`src/rtl/display_pkg.sv`:
```
// Shared constants for the 4-digit common-anode seven-segment driver.
// All segment patterns are active-low, bit order {g,f,e,d,c,b,a}.
`default_nettype none

package display_pkg;

  localparam int unsigned NUM_DIGITS = 4;
  localparam int unsigned IDX_W      = 2;

  localparam logic [6:0] SEG_BLANK = 7'b1111111;
  localparam logic [3:0] AN_OFF    = 4'b1111;

  // Registered drive for the board pins.
  typedef struct packed {
    logic [3:0] an;
    logic [6:0] seg;
    logic       dp;
  } drive_t;

  localparam drive_t DRIVE_OFF = '{an: AN_OFF, seg: SEG_BLANK, dp: 1'b1};

  // Hex -> segment table; entry 0 is the rightmost (lowest) slice.
  localparam logic [15:0][6:0] SEG_TABLE = {
    7'b0001110,  // F
    7'b0000110,  // E
    7'b0100001,  // d
    7'b1000110,  // C
    7'b0000011,  // b
    7'b0001000,  // A
    7'b0010000,  // 9
    7'b0000000,  // 8
    7'b1111000,  // 7
    7'b0000010,  // 6
    7'b0010010,  // 5
    7'b0011001,  // 4
    7'b0110000,  // 3
    7'b0100100,  // 2
    7'b1111001,  // 1
    7'b1000000   // 0
  };

  function automatic logic [3:0] anode_for(input logic [IDX_W-1:0] idx);
    return ~(4'b0001 << idx);
  endfunction

endpackage : display_pkg

`default_nettype wire

```
`src/rtl/seg7_decode.sv`:
```
// Combinational 4-bit hex code to active-low seven-segment pattern {g..a}.
`default_nettype none

module seg7_decode
  import display_pkg::*;
(
  input  logic [3:0] code,
  output logic [6:0] seg
);

  always_comb begin
    seg = SEG_TABLE[code];
  end

endmodule : seg7_decode

`default_nettype wire

```
`src/rtl/display_driver.sv`:
```
// Time-multiplexed 4-digit seven-segment driver: one digit per scan_clk edge,
// scanning digit 0..3, with fully registered active-low segment and anode outputs.
`default_nettype none

module display_driver
  import display_pkg::*;
(
  input  logic       scan_clk,
  input  logic       rst,
  input  logic [3:0] digit_3,
  input  logic [3:0] digit_2,
  input  logic [3:0] digit_1,
  input  logic [3:0] digit_0,
  input  logic       enable_3,
  input  logic       enable_2,
  input  logic       enable_1,
  input  logic       enable_0,
  output logic       a,
  output logic       b,
  output logic       c,
  output logic       d,
  output logic       e,
  output logic       f,
  output logic       g,
  output logic       dp,
  output logic       an_3,
  output logic       an_2,
  output logic       an_1,
  output logic       an_0
);

  logic [IDX_W-1:0] idx;
  logic [3:0]       sel_digit;
  logic             sel_en;
  logic [6:0]       dec_seg;
  drive_t           drive_q;

  always_comb begin
    sel_digit = digit_0;
    sel_en    = enable_0;
    case (idx)
      2'd0: begin sel_digit = digit_0; sel_en = enable_0; end
      2'd1: begin sel_digit = digit_1; sel_en = enable_1; end
      2'd2: begin sel_digit = digit_2; sel_en = enable_2; end
      2'd3: begin sel_digit = digit_3; sel_en = enable_3; end
      default: begin sel_digit = digit_0; sel_en = enable_0; end
    endcase
  end

  seg7_decode u_decode (
    .code (sel_digit),
    .seg  (dec_seg)
  );

  // A disabled slot still consumes its cycle so the refresh period stays fixed.
  always_ff @(posedge scan_clk) begin
    if (rst) begin
      idx     <= '0;
      drive_q <= DRIVE_OFF;
    end else begin
      idx <= idx + 2'd1;
      if (sel_en) begin
        drive_q.an  <= anode_for(idx);
        drive_q.seg <= dec_seg;
      end else begin
        drive_q.an  <= AN_OFF;
        drive_q.seg <= SEG_BLANK;
      end
      drive_q.dp <= 1'b1;
    end
  end

  assign {g, f, e, d, c, b, a}    = drive_q.seg;
  assign dp                       = drive_q.dp;
  assign {an_3, an_2, an_1, an_0} = drive_q.an;

endmodule : display_driver

`default_nettype wire

```
`config.mk`:
```
export PLATFORM = sky130hd
export DESIGN_NAME = display_driver
export DESIGN_NICKNAME = d
export VERILOG_FILES = /design/src/rtl/display_pkg.sv /design/src/rtl/seg7_decode.sv /design/src/rtl/display_driver.sv
export SDC_FILE = /design/constraint.sdc
export NUM_CORES = 1
export LEC_CHECK = 0
export CAP_MARGIN = 25
export CORE_MARGIN = 2
export CORE_UTILIZATION = 40
export CTS_CLUSTER_DIAMETER = 200
export CTS_CLUSTER_SIZE = 40
export DETAILED_ROUTE_END_ITERATION = 6
export PLACE_DENSITY_LB_ADDON = 0.08
export RECOVER_POWER = 100
export SYNTH_ARGS = -nofsm -noshare
export SYNTH_HDL_FRONTEND = slang
export SYNTH_SLANG_ARGS = --single-unit
```
`constraint.sdc`:
```
create_clock -name scan_clk -period 2.2 [get_ports scan_clk]
set_input_delay 0.33 -clock scan_clk [delete_from_list [all_inputs] [get_ports scan_clk]]
set_output_delay 0.33 -clock scan_clk [all_outputs]
set_load 0.01 [all_outputs]
```
==> flow_summary_export.csv <==
group,metric,value,unit
status,run_status,"complete, no violations",
setup_path,cp.arrival,2.21,ns
timing,fin_crit,2.09,ns
clocking,clock_latency,0.26,ns
clocking,clock-sinks,13,
clocking,numCtsBuffers,3,
grt,grt_pass1_wl,2590,um
yosys,ys_types,25,
yosys,syn-instance-count,83,
layout,layout.nets,155,
floorplan,num_rows,15,
layout,area.growth.synth_to_final,51.2,%
hold_path,hold_class,"reg -> reg",
placement,post-dp-hpwl,1330,um
hold_path,whs_path_depth,1,
setup_path,r2r_cells,8,
setup_path,crit_type,"reg -> reg",
floorplan,ios,34,
placement,place.gp.congestion,0.833,
yosys,synth_edf_count,0,
yosys,synth.most_common_cell,"dfxtp_1",
route,dr.pass1.iters,5,
floorplan,die-area,2300,um^2
yosys,synthTopCellsByArea,"dfxtp_1 34%, ha_1 18%, o221ai_1 5.7%, inv_1 5.3%, mux2i_1 5.2%",
route,vias_per_cell,4.97,
flow_run,maxCapViolCount,0,
timing,fin_crit_sh,0.948,
power,leakage,0.479,nW
yosys,synth.largest_area_cell,"dfxtp_1",
floorplan,die_w,48,um
timing,final.hold.worst_slack,0.439,ns
power,p_int,478,uW
setup_path,worst_ep_required_time,2.33,ns
clocking,clock-root-buffer,"clkbuf_4",
timing,max_freq,480,MHz
clocking,clkSlewWorstSetupHoldPaths,0.07,ns
clocking,cts_tree,"built",
route,drc,0,
clocking,hold_buffers,0,
placement,io_buffers,32,
timing,final.setup.tns,0,ns
route,totalWireLength,1640,um
setup_path,r2r-end,"g",
yosys,syn_area_per_cell,9.33,um^2
power,switchingPower,207,uW
layout,n_antenna_cell,0,
timing,fin_skew,0.00124,ns
floorplan,die_y,48,um
floorplan,start_util,0.434,
route,first_iter_violations,22,
hold_path,hp-start,"idx[0]",
layout,fill_cells,156,
layout,multiInputGateArea,452,um^2
power,p_seq_frac,0.389,
yosys,synthArstFlopShare,0,
setup_path,start_kind,"flip-flop",
yosys,yosysTopAreaCellShare,0.336,
grt,overflow,0,
power,peakVddDrop,242,uV
timing,drv_slew,0,
yosys,synth_ff_type,"dfxtp_1",
power,swShare,0.302,
timing,hold_viol_final,0,
clocking,htree_levels,1,
timing,rsz0062_at_grt,"false",
setup_path,crit_path_end_kind,"flip-flop",
route,ant_nets,0,
power,combinationalPowerShare,0.408,
layout,drive_gt1_frac,0.132,
power,clkPwrFrac,0.203,
grt,grt_usage,0.161,
yosys,ys_seq_area_frac,0.336,
setup_path,r2r_slack,0.11,ns
grt,antenna_found_initial,0,
yosys,synth-seq-cells,13,
yosys,syn_area,774,um^2
floorplan,coreArea,1780,um^2
grt,grt_max_degree,13,
yosys,synthTopCellsByCount,"13 x dfxtp_1, 11 x ha_1, 11 x inv_1",
clocking,clk_path_buf_depth,2,
yosys,synth_nets,116,
grt,grt_pass1_vias,624,
timing,setup_viol,0,
setup_path,rr_startpoint,"idx[0]",
yosys,ys_warn_count,0,
route,vias,725,
power,powerDensity,584,nW/um^2
setup_path,path_max_fanout,4,
hold_path,worstHoldEndpoint,"idx[0]",
layout,regArea,262,um^2
route,routedWlPerCell,11.3,um
==> cells in the final DEF (no fill, tap or decap) <==
cell,instances
nor2b_1,2
nor2_1,1
a222oi_1,3
inv_1,10
a21oi_1,4
mux2_2,2
nand2_1,9
nand2b_1,2
o22ai_1,1
conb_1,1
clkbuf_4,3
buf_4,4
clkbuf_1,2
clkbuf_2,1
mux2i_2,2
a221oi_1,1
o221ai_1,5
a22o_1,1
or2_4,1
clkdlybuf4s50_1,20
dfxtp_2,1
or2b_1,1
ha_1,11
a21oi_2,1
dfxtp_1,12
o21ai_1,2
mux2i_1,3
a22oi_1,2
inv_2,1
dlygate4sd3_1,12
==> through the flow <==
stage	instance area (um^2)	total power, mW	util	cells	setup WS (ns)
finish	1170	0.684	0.657	146	0.115
global route	1170	0.729	0.657	146	0.0236
CTS	1160	0.693	0.653	145	0.0154
detailed placement	1140	0.553	0.639	141	0.00205
global placement	1140	0.550	0.639	141	0.00504
floorplan	774	0.436	-	83	0.244
==> final cells by class <==
class,count,area share
Multi-Input combinational cell,55,0.386
Timing Repair Buffer,38,0.307
Sequential cell,13,0.223
Inverter,11,0.0353
Tap cell,25,0.0267
Clock buffer,4,0.0224
==> timing repair <==
action                                 CTS  global route
setup endpoints to repair                0             6
resized for setup                        0             4
endpoints found under the hold margin    0             0
setup buffers                            0             1
==> power groups by stage <==
stage / Sequential (mW) / Combinational, mW / Clock, mW
after floorplan: 0.284 / 0.152 / 0
after global placement: 0.272 / 0.277 / 0
after detailed placement: 0.273 / 0.280 / 0
after CTS: 0.267 / 0.282 / 0.144
after global routing: 0.270 / 0.308 / 0.152
final: 0.266 / 0.279 / 0.139
==> layer usage <==
metal | up-vias | GRT usage | share of wire
met1 | 320 | 0.221 | 0.46
met2 | 36 | 0.256 | 0.47
met3 | 2 | 0 | 0.058
met5 | - | 0 | 0
li1 | 367 | - | -
met4 | 0 | 0.0865 | 0.012
==> state kept, by name (all words and copies together), names as in the netlist <==
| signal | cells |
|---|---|
| a | 1 |
| an_1 | 1 |
| e | 1 |
| idx | 2 |
| an_3 | 1 |
| an_0 | 1 |
| c | 1 |
| g | 1 |
| b | 1 |
| f | 1 |
| d | 1 |
| an_2 | 1 |
==> cells by family after synthesis <==
group / count (synthesis) / synth area share
AND/OR/NAND/NOR: 16 / 0.102
other: 1 / 0.00484
flip-flops: 13 / 0.336
AO/OA/AOI/OAI: 20 / 0.195
buffers and inverters: 15 / 0.0856
adder cells (fa/ha/maj): 11 / 0.178
multiplexers: 7 / 0.0985
==> worst max path at each step <==
stage / end / slack, ns / from
floorplan: d / 0.24 / idx[0]
global placement: d / 0.005 / digit_2[0]
detailed placement: d / 0.002 / digit_1[0]
CTS: d / 0.02 / idx[0]
global route: d / 0.02 / idx[1]
finish: g / 0.11 / idx[0]
==> worst max-delay path, stage by stage (launching register included) <==
cell,delay [ns]
dfxtp_2,0.36
inv_1,0.08
ha_1,0.25
a222oi_1,0.37
mux2i_2,0.19
ha_1,0.26
nor2b_1,0.16
a21oi_1,0.13
o221ai_1,0.16
Note: power is estimated with default switching activity, not from simulation.
